### src/rtl/rf_sequencer.sv
`default_nettype none
// ============================================================================
//  Module   : rf_sequencer
//  Purpose  : Command sequencer that expands LDI/MOV/ADD/RD commands into
//             read and write cycles on an 8x8 register file. It owns every
//             register-file port.
//  Revision : 1.0  initial release
// ============================================================================
module rf_sequencer #(
    parameter int DATA_W = 8,
    parameter int ADDR_W = 3
) (
    input  logic              clk,
    input  logic              rst_n,
    input  logic              cmd_valid,
    output logic              cmd_ready,
    input  logic [1:0]        cmd_op,
    input  logic [ADDR_W-1:0] cmd_rd,
    input  logic [ADDR_W-1:0] cmd_rs,
    input  logic [DATA_W-1:0] cmd_imm,
    output logic [DATA_W-1:0] rf_I,
    output logic              rf_WE,
    output logic [ADDR_W-1:0] rf_WA,
    output logic              rf_RE,
    output logic [ADDR_W-1:0] rf_RA,
    input  logic [DATA_W-1:0] rf_O,
    output logic              done,
    output logic [DATA_W-1:0] result,
    output logic              carry
);

    localparam logic [1:0] c_OP_LDI = 2'b00;
    localparam logic [1:0] c_OP_MOV = 2'b01;
    localparam logic [1:0] c_OP_ADD = 2'b10;

    typedef enum logic [2:0] {
        S_IDLE   = 3'd0,
        S_READ_A = 3'd1,
        S_READ_B = 3'd2,
        S_WRITE  = 3'd3,
        S_DONE   = 3'd4
    } state_t;

    state_t              r_state;
    state_t              w_next;
    logic [1:0]          r_op;
    logic [ADDR_W-1:0]   r_rd;
    logic [ADDR_W-1:0]   r_rs;
    logic [DATA_W-1:0]   r_tmp;
    logic [DATA_W-1:0]   r_wdata;
    logic [DATA_W-1:0]   r_result;
    logic                r_carry;
    logic [DATA_W:0]     w_sum;

    // Full-width sum keeps the carry-out as the top bit.
    assign w_sum  = {1'b0, r_tmp} + {1'b0, rf_O};
    assign result = r_result;
    assign carry  = r_carry;

    // State register; reset returns to IDLE immediately, dropping RE/WE.
    always_ff @(posedge clk or negedge rst_n) begin
        if (!rst_n) begin
            r_state <= S_IDLE;
        end else begin
            r_state <= w_next;
        end
    end

    // Next-state decode and Moore outputs from state plus latched fields.
    always_comb begin
        w_next    = r_state;
        cmd_ready = 1'b0;
        rf_RE     = 1'b0;
        rf_RA     = '0;
        rf_WE     = 1'b0;
        rf_WA     = '0;
        rf_I      = '0;
        done      = 1'b0;
        case (r_state)
            S_IDLE: begin
                // Held low while reset is asserted, even though state is IDLE.
                cmd_ready = rst_n;
                if (cmd_valid && rst_n) begin
                    w_next = (cmd_op == c_OP_LDI) ? S_WRITE : S_READ_A;
                end
            end
            S_READ_A: begin
                rf_RE = 1'b1;
                rf_RA = r_rs;
                case (r_op)
                    c_OP_MOV: w_next = S_WRITE;
                    c_OP_ADD: w_next = S_READ_B;
                    default:  w_next = S_DONE;
                endcase
            end
            S_READ_B: begin
                rf_RE  = 1'b1;
                rf_RA  = r_rd;
                w_next = S_WRITE;
            end
            S_WRITE: begin
                rf_WE  = 1'b1;
                rf_WA  = r_rd;
                rf_I   = r_wdata;
                w_next = S_DONE;
            end
            S_DONE: begin
                done   = 1'b1;
                w_next = S_IDLE;
            end
            default: w_next = S_IDLE;
        endcase
    end

    // Command latch and datapath: operand capture, ADD, result and carry.
    always_ff @(posedge clk or negedge rst_n) begin
        if (!rst_n) begin
            r_op     <= '0;
            r_rd     <= '0;
            r_rs     <= '0;
            r_tmp    <= '0;
            r_wdata  <= '0;
            r_result <= '0;
            r_carry  <= 1'b0;
        end else begin
            case (r_state)
                S_IDLE: begin
                    if (cmd_valid) begin
                        r_op    <= cmd_op;
                        r_rd    <= cmd_rd;
                        r_rs    <= cmd_rs;
                        r_wdata <= cmd_imm;
                    end
                end
                S_READ_A: begin
                    r_tmp <= rf_O;
                    if (r_op == c_OP_MOV) begin
                        r_wdata <= rf_O;
                    end else if (r_op != c_OP_ADD) begin
                        r_result <= rf_O;
                    end
                end
                S_READ_B: begin
                    {r_carry, r_wdata} <= w_sum;
                end
                S_WRITE: begin
                    r_result <= r_wdata;
                end
                default: ;
            endcase
        end
    end

endmodule
`default_nettype wire

### config.mk
export PLATFORM = sky130hd
export DESIGN_NAME = rf_sequencer
export DESIGN_NICKNAME = d
export VERILOG_FILES = /design/src/rtl/rf_sequencer.sv
export SDC_FILE = /design/constraint.sdc
export NUM_CORES = 1
export LEC_CHECK = 0
export ABC_AREA = 1
export BUFFER_PORTS_ARGS = -buffer_cell sky130_fd_sc_hd__buf_2
export CAP_MARGIN = 20
export CORE_MARGIN = 2
export CORE_UTILIZATION = 23
export CTS_BUF_LIST = sky130_fd_sc_hd__clkbuf_16
export DETAILED_ROUTE_END_ITERATION = 10
export SLEW_MARGIN = 15
export SYNTH_ARGS = -nofsm -noshare
export SYNTH_HDL_FRONTEND = slang
export SYNTH_SLANG_ARGS = --single-unit
### constraint.sdc
create_clock -name clk -period 2.13 [get_ports clk]
set_input_delay 0.426 -clock clk [delete_from_list [all_inputs] [get_ports clk]]
set_output_delay 0.426 -clock clk [all_outputs]
set_load 0.02 [all_outputs]
==> results of run 1 <==
metal layers:
| metal | wire length [µm] | global-route usage | vias to the layer above |
|---|---|---|---|
| met5 | 0 | 0 | - |
| met2 | 2770 | 0.202 | 47 |
| met4 | 79 | 0.0379 | 0 |
| met3 | 316 | 0.0305 | 5 |
| met1 | 2540 | 0.143 | 890 |
| li1 | - | - | 1019 |
through the flow:
step | worst slack (ns) | instances | utilization | cell area [µm²] | power, mW
floorplan | 0.283 | 286 | - | 2150 | 2.82
global placement | 0.317 | 449 | 0.278 | 2550 | 3.33
detailed placement | 0.270 | 449 | 0.278 | 2550 | 3.39
CTS | 0.0378 | 457 | 0.296 | 2710 | 4.22
global route | 0.0709 | 457 | 0.297 | 2720 | 4.60
finish | 0.182 | 458 | 0.298 | 2730 | 4.22
critical path, stage by stage, from the launching register on:
cell     delay, ns
dfrtp_1       0.40
inv_2         0.12
nand2_2       0.11
nor2_4        0.15
inv_4         0.11
nor2_1        0.14
buf_2         0.20
power by group through the flow:
| stage | clock network [mW] | registers, mW | logic, mW |
|---|---|---|---|
| finish | 0.829 | 1.20 | 2.19 |
| global route | 0.863 | 1.24 | 2.50 |
| CTS | 0.836 | 1.20 | 2.19 |
| detailed placement | 0 | 1.21 | 2.18 |
| global placement | 0 | 1.19 | 2.14 |
| floorplan | 0 | 1.27 | 1.55 |
sequential cells by signal (all words and copies together), names as in the netlist:
signal and count:
carry 1, r_op 2, r_rd 3, r_rs 3, r_state 3, r_tmp 8
r_wdata 8, result 8
layout by cell type, fill, tap and decap left out, drive strengths merged:
master	n
nand3b	1
clkbuf	5
o21ai	13
fa	1
nor2	31
a21boi	3
clkinv	2
ha	11
diode	1
mux2	3
nand3	18
a31oi	7
dfrtp	36
inv	49
o31ai	2
nor3	2
o21a	1
nand2	84
a21oi	14
bufinv	1
buf	57
or2	5
final timing paths:
check                                  end  cells after the start  slack (ns)
worst min-delay path              r_tmp[6]                      2        0.24
max in group asynchronous         r_tmp[1]                      2        1.54
worst max register to register  r_wdata[4]                      7        0.42
worst min register to register    r_tmp[6]                      2        0.48
worst max-delay path               rf_I[2]                      6        0.18
min in group clk                   r_rs[1]                      2        0.37
cells by family after synthesis:
group | Yosys count | share of synthesized area
adder cells (fa/ha/maj) | 12 | 0.0732
flip-flops | 36 | 0.418
AND/OR/NAND/NOR | 141 | 0.278
AO/OA/AOI/OAI | 40 | 0.110
buffers and inverters | 54 | 0.105
multiplexers | 3 | 0.0157
layout make-up:
class | instances | area (µm²) | area share
tap | 111 | 139 | 0.0510
antenna | 1 | 2.50 | 0.000918
timing repair buffer | 57 | 295 | 0.108
inverter | 49 | 186 | 0.0684
multi-input combinational | 196 | 1040 | 0.381
clock inverter | 3 | 38.8 | 0.0142
sequential | 36 | 901 | 0.331
clock buffer | 5 | 125 | 0.0459
==> results_dict.tcl, run 1 <==
set metrics [dict create \
    max_slew_margin 0.677 \
    htree_levels 2 \
    grt_max_degree 38 \
    status "completed" \
    hold_class "input pin to async pin" \
    finalHoldViolCount 0 \
    postRouteAntennaNets 0 \
    cp-start-kind "flop" \
    p_leak_nw 1.50 \
    drv_slew 0 \
    p_comb_frac 0.518 \
    critPathKind "flop to output port" \
    timing.rr.start "r_tmp[3]" \
    syn2layout_area_growth_pct 26.5 \
    clock-sinks 36 \
    grt-ovfl-total 0 \
    drt-initial-drc-count 76 \
    syn_area_mm2 0.00215 \
    cp-startpoint "r_state[2]" \
    synth_warnings 0 \
    remaining_drc_errors 0 \
    switching_share 0.444 \
    worstPathArrival_ns 1.52 \
    cts_buffers 5 \
    peakVddDrop_uv 377 \
    rows 35 \
    ios 54 \
    cap_viol_max_count 0 \
    grt_pass1_vias 1995 \
    power.density_mw_per_mm2 1550 \
    synth.avg_cell_area_um2 7.53 \
    synth_edf_count 0 \
    end_kind "output port" \
    hold_buffers 0 \
    post-route-min-period_ns 1.95 \
    clkSlewWorstSetupHoldPaths_ns 0.06 \
    dieWidth_um 101 \
    synthCells 286 \
    p_int_mw 2.35 \
    synth_top_area_frac 0.418 \
    synth_cell_type_count 30 \
    dpl.hpwl_um 4450 \
    cts_tree "done" \
    grt_antenna_before_repair 1 \
    fin_crit_sh 0.914 \
    ctsResizeCount 0 \
    holdWs_ns 0.241 \
    crit_fanout 19 \
    insertion_delay_ns 0.28 \
    via_per_inst 4.28 \
    wire_per_inst_um 12.4 \
    synth_common_cells "82 x nand2_1, 45 x inv_1, 36 x dfrtp_1" \
    dieArea_mm2 0.0102 \
    seq_power_share 0.285 \
    globalplace.congestion 0.864 \
    clockPowerShare 0.197 \
    tightest_slew_ns 0.484 \
    die_h_um 101 \
    syn_nets 325 \
    core_mm2 0.00915 \
    vias 1961 \
    fin_skew_ns 0.00597 \
    yosysMostFrequentCell "nand2_1" \
    layout-drive-gt1-share 0.240 \
    drtPass1Iterations 4 \
    post-cts-setup-buffers 0 \
    max_freq_mhz 513 \
    async_reset_ff_frac 1.00 \
    synthFlopType "dfrtp_1" \
    ys_ff_latch 36 \
    grt_pass1_wl_um 9450 \
    required_ns 1.70 \
    portBuffers 53 \
    clockBufferDepth 2 \
    wirelength_um 5700 \
    fillers 973 \
    p_sw_mw 1.87 \
    fin_tns_setup_ns 0 \
    start_util 0.235 \
    grt_usage 0.118 \
    yosysTopAreaCell "dfrtp_1" \
    synth.area.top_cells "dfrtp_1 42%, nand2_1 14%, inv_1 7.8%" \
    final_nets 384 \
    yosysSeqAreaShare 0.418 \
    finalSetupViolCount 0 \
    cts_root_buf "clkbuf_16" \
    rsz0062_at_grt "false" \
]
No activity file was read; power rests on OpenSTA's default activity.
==> run 2, diff against run 1 <==
--- a/config.mk
+++ b/config.mk
@@ -6,11 +6,10 @@
 export NUM_CORES = 1
 export LEC_CHECK = 0
 export ABC_AREA = 1
-export BUFFER_PORTS_ARGS = -buffer_cell sky130_fd_sc_hd__buf_2
+export BUFFER_PORTS_ARGS = -buffer_cell sky130_fd_sc_hd__clkbuf_2
 export CAP_MARGIN = 20
-export CORE_MARGIN = 2
 export CORE_UTILIZATION = 23
-export CTS_BUF_LIST = sky130_fd_sc_hd__clkbuf_16
+export CTS_BUF_LIST = sky130_fd_sc_hd__clkbuf_4 sky130_fd_sc_hd__clkbuf_8 sky130_fd_sc_hd__clkbuf_16
 export DETAILED_ROUTE_END_ITERATION = 10
 export SLEW_MARGIN = 15
 export SYNTH_ARGS = -nofsm -noshare
==> results_dict.tcl, run 2 (synthesis results as in run 1) <==
set metrics [dict create \
    status "completed" \
    grt_max_degree 25 \
    cp_top_family "simple AND/OR/NAND/NOR gates" \
    cp_slowest_cell "dfrtp_1" \
    worstPathArrival_ns 1.65 \
    rows 34 \
    max_slew_margin 0.793 \
    core_mm2 0.00889 \
    syn2layout_area_growth_pct 23.1 \
    diodes 0 \
    vias 1963 \
    finalSetupViolCount 0 \
    cts_root_buf "clkbuf_8" \
    hold_class "input pin to async pin" \
    ff2ff_path_depth 9 \
    remaining_drc_errors 0 \
    drtPass1Iterations 4 \
    holdWs_ns 0.120 \
    final_area_mm2 0.00265 \
    drv_slew 0 \
    reg2reg_slack_ns 0.40 \
    fin_util 0.298 \
    p_leak_nw 1.47 \
    dpl_worst_slack_ns 0.282 \
    place_area_mm2 0.00255 \
    wirelength_um 5550 \
    clockBufferDepth 2 \
    most-common-layout-cells "82 x nand2_1, 53 x clkbuf_2, 45 x inv_1, 36 x dfrtp_1, 29 x nor2_1" \
    power.density_mw_per_mm2 1460 \
    layout-drive-gt1-share 0.240 \
    grt_pass1_vias 1907 \
    htree_levels 2 \
    final_common_cell "nand2_1" \
    rsz0062_at_grt "true" \
    clock-sinks 36 \
    post-route-min-period_ns 2.08 \
    dieArea_mm2 0.00976 \
    start_util 0.242 \
    cts_buffers 5 \
    dpl.hpwl_um 4380 \
    cp_num_buf_inv 3 \
    insertion_delay_ns 0.29 \
    max_freq_mhz 481 \
    cp_num_cells 6 \
    dp.cells 447 \
    cpPeakStageDelay_ns 0.39 \
    peakVddDrop_uv 359 \
    drt-initial-drc-count 104 \
    fin_skew_ns 0.00754 \
    globalplace.congestion 0.872 \
    ios 54 \
    hold_buffers 0 \
    via_per_inst 4.32 \
    cp-start-kind "flop" \
    final_nets 385 \
    die_h_um 98.8 \
    crit_fanout 19 \
    portBuffers 53 \
    fin_crit_sh 0.976 \
    required_ns 1.70 \
    clkSlewWorstSetupHoldPaths_ns 0.08 \
    fin_tns_setup_ns 0 \
    tightest_slew_ns 0.309 \
    grt_usage 0.120 \
    cap_viol_max_count 0 \
    end_kind "output port" \
    power_mw 3.88 \
    grt_pass1_wl_um 9110 \
    post-cts-setup-buffers 0 \
    grt_antenna_before_repair 0 \
    critPathKind "flop to output port" \
    fin_ws_ns 0.0513 \
    fin_cells 454 \
    finalHoldViolCount 0 \
    dieWidth_um 98.8 \
    path_cells "inv_1 -> nand2_1 -> nor2_4 -> inv_4 -> nor2_1 -> clkbuf_2" \
    cts_tree "done" \
    postRouteAntennaNets 0 \
    grt-ovfl-total 0 \
    wire_per_inst_um 12.2 \
]
[run 2: cell types whose count changed in the layout (fill, tap and decap cells not counted), moves of 5 or more]
cell       change
buf_2         -53
clkbuf_16      -5
clkbuf_8       +7
clkbuf_2      +53
[run 2: worst register-to-register path: stages (launching register included)]
cell	delay [ns]
dfrtp_1	0.43
inv_2	0.09
nand3_2	0.21
nand2_2	0.10
inv_2	0.19
nand2_1	0.10
nand2_2	0.20
inv_1	0.14
nand2_1	0.09
o21ai_0	0.07
[run 2: where the power goes]
part           total (mW)  switching, mW  internal, mW
Clock               0.534          0.245         0.288
Combinational        2.16           1.39         0.764
Sequential           1.19          0.172          1.02
[run 2: final timing paths]
check / to / start
setup / recovery: rf_I[3] / r_state[2]
hold / removal: r_tmp[5] / rst_n
setup reg to reg: r_wdata[2] / r_state[1]
hold reg to reg: r_wdata[1] / r_wdata[1]
max in group asynchronous: result[0] / rst_n
min in group clk: r_rs[1] / cmd_rs[1]
[run 2: area by class of cell]
type	count	area, µm²
Multi-Input combinational cell	196	1030
Fill cell	943	6240
Tap cell	108	135
Clock buffer	7	96.3
Timing Repair Buffer	58	303
Sequential cell	36	901
Inverter	49	186
[run 2: repair_timing]
item	in CTS	in global routing
pin swaps	0	0
cloned	0	0
resized for setup	1	1
setup endpoints to repair	5	11
[run 2: layer usage]
metal / vias up / global-route usage / wire (µm)
li1: 1008 / - / -
met1: 915 / 0.150 / 2560
met2: 35 / 0.196 / 2640
met3: 5 / 0.0355 / 284
met4: 0 / 0.0448 / 74
met5: - / 0 / 0
==> run 3, diff against run 2 <==
--- a/config.mk
+++ b/config.mk
@@ -7,7 +7,8 @@
 export LEC_CHECK = 0
 export ABC_AREA = 1
 export BUFFER_PORTS_ARGS = -buffer_cell sky130_fd_sc_hd__clkbuf_2
-export CAP_MARGIN = 20
+export CAP_MARGIN = 0
+export CORE_ASPECT_RATIO = 1.5
 export CORE_UTILIZATION = 23
 export CTS_BUF_LIST = sky130_fd_sc_hd__clkbuf_4 sky130_fd_sc_hd__clkbuf_8 sky130_fd_sc_hd__clkbuf_16
 export DETAILED_ROUTE_END_ITERATION = 10
==> results_dict.tcl, run 3 (synthesis results as in run 1) <==
set metrics [dict create \
    vias 1966 \
    wirelength_um 5740 \
    die_h_um 121 \
    switching_share 0.446 \
    ios 54 \
    end_kind "output port" \
    max_slew_margin 0.579 \
    cts_buffers 5 \
    most-common-layout-cells "81 x nand2_1, 53 x clkbuf_2, 44 x inv_1, 36 x dfrtp_1, 26 x nor2_1" \
    multiInputGateArea_mm2 0.00105 \
    fin_tns_setup_ns 0 \
    grt_usage 0.129 \
    grt_pass1_vias 2065 \
    r2r_end "r_wdata[3]" \
    remaining_drc_errors 0 \
    grt-ovfl-total 0 \
    finalSetupViolCount 0 \
    grt_pass1_wl_um 9610 \
    seq_area_um2 901 \
    grt_max_degree 38 \
    path_cells "inv_2 -> nand2_2 -> nor2_4 -> inv_4 -> nor2_1 -> clkbuf_2" \
    final_nets 383 \
    layout-drive-gt1-share 0.252 \
    via_per_inst 4.32 \
    portBuffers 53 \
    peakVddDrop_uv 541 \
    final_area_mm2 0.00273 \
    clockBufferDepth 2 \
    grt_antenna_before_repair 0 \
    place_area_mm2 0.00254 \
    hold_buffers 0 \
    p_int_mw 2.34 \
    cp-startpoint "r_state[2]" \
    syn2layout_area_growth_pct 26.6 \
    dpl.hpwl_um 4510 \
    diodes 0 \
    fin_skew_ns 0.00616 \
    cp_slowest_cell "dfrtp_1" \
    cts_root_buf "clkbuf_16" \
    start_util 0.241 \
    power_mw 4.21 \
    postRouteAntennaNets 0 \
    worstPathArrival_ns 1.58 \
    dieWidth_um 81.0 \
    crit_path_end "rf_I[0]" \
    drv_slew 0 \
    cap_viol_max_count 0 \
    wire_per_inst_um 12.6 \
    drt-initial-drc-count 85 \
    status "completed" \
    finalHoldViolCount 0 \
    cpPeakStageDelay_ns 0.40 \
    drtPass1Iterations 4 \
    seq_power_share 0.284 \
    required_ns 1.70 \
    power.density_mw_per_mm2 1540 \
    cp-start-kind "flop" \
    rows 42 \
    tightest_slew_ns 0.632 \
    timing.rr.start "r_state[0]" \
    clkSlewWorstSetupHoldPaths_ns 0.06 \
    clock-sinks 36 \
    crit_fanout 19 \
    post-route-min-period_ns 2.00 \
    insertion_delay_ns 0.28 \
    hold_class "input pin to async pin" \
    critPathKind "flop to output port" \
    dieArea_mm2 0.00977 \
    fin_crit_sh 0.940 \
    htree_levels 2 \
    p_sw_mw 1.88 \
    clockPowerShare 0.200 \
    p_comb_frac 0.516 \
    cts_tree "done" \
    p_leak_nw 1.49 \
    core_mm2 0.00893 \
    holdWs_ns 0.289 \
    rsz0062_at_grt "false" \
    reg2reg_slack_ns 0.38 \
    ff2ff_path_depth 9 \
    fillers 1000 \
    max_freq_mhz 499 \
    globalplace.congestion 0.859 \
    final_common_cell "nand2_1" \
]
run 3: changes by cell type in the layout (fill, tap and decap cells not counted), moves of 2 or more:
cell and delta:
buf_4 -2, clkbuf_16 +5, clkbuf_8 -7, nor2_2 +3, nor2_1 -3
run 3: cell type report:
| type | instances | share of cell area |
|---|---|---|
| Clock buffer | 5 | 0.0459 |
| Clock inverter | 3 | 0.0156 |
| Inverter | 49 | 0.0683 |
| Multi-Input combinational cell | 196 | 0.384 |
| Sequential cell | 36 | 0.330 |
| Tap cell | 110 | 0.0505 |
| Timing Repair Buffer | 56 | 0.106 |
run 3: worst min-delay path by stage:
stage	start	end	slack, ns	cells after the start
2_1_floorplan	rst_n	carry	0.13	0
3_3_place_gp	r_wdata[1]	r_wdata[1]	0.46	2
3_5_place_dp	r_tmp[4]	r_tmp[4]	0.47	2
4_1_cts	rst_n	result[1]	0.34	2
5_1_grt	rst_n	r_wdata[1]	0.36	2
6_report	rst_n	r_wdata[7]	0.29	2
run 3: power by group through the flow:
stage,Combinational (mW),Sequential (mW),Clock (mW)
2_1_floorplan,1.55,1.27,0
3_3_place_gp,2.13,1.19,0
3_5_place_dp,2.17,1.21,0
4_1_cts,2.19,1.20,0.861
5_1_grt,2.48,1.24,0.887
6_report,2.17,1.20,0.842
run 3: timing repair:
action / 4_1_cts / 5_1_grt
setup buffers: 0 / 0
gates resized for setup: 4 / 4
setup endpoints to repair: 6 / 11
pin swaps: 0 / 0
run 3: metrics by stage:
step	instances	util	setup WS (ns)
after global placement	447	0.284	0.206
final	455	0.305	0.127
after global routing	455	0.305	0.0420
after floorplan	286	-	0.283
after detailed placement	447	0.284	0.217
after CTS	455	0.304	0.0157
run 3: critical path, delay by kind of cell, from the launching register on:
| kind | cells | cell delay [ns] |
|---|---|---|
| buffers and inverters | 3 | 0.46 |
| AND/OR/NAND/NOR | 3 | 0.45 |
| flip-flops | 1 | 0.40 |
run 3: routing by layer:
metal	vias up	GRT usage	wire length [µm]
met2	47	0.238	2920
met3	6	0.0287	373
met5	-	0	0
li1	1013	-	-
met4	0	0.0368	69
met1	900	0.142	2370
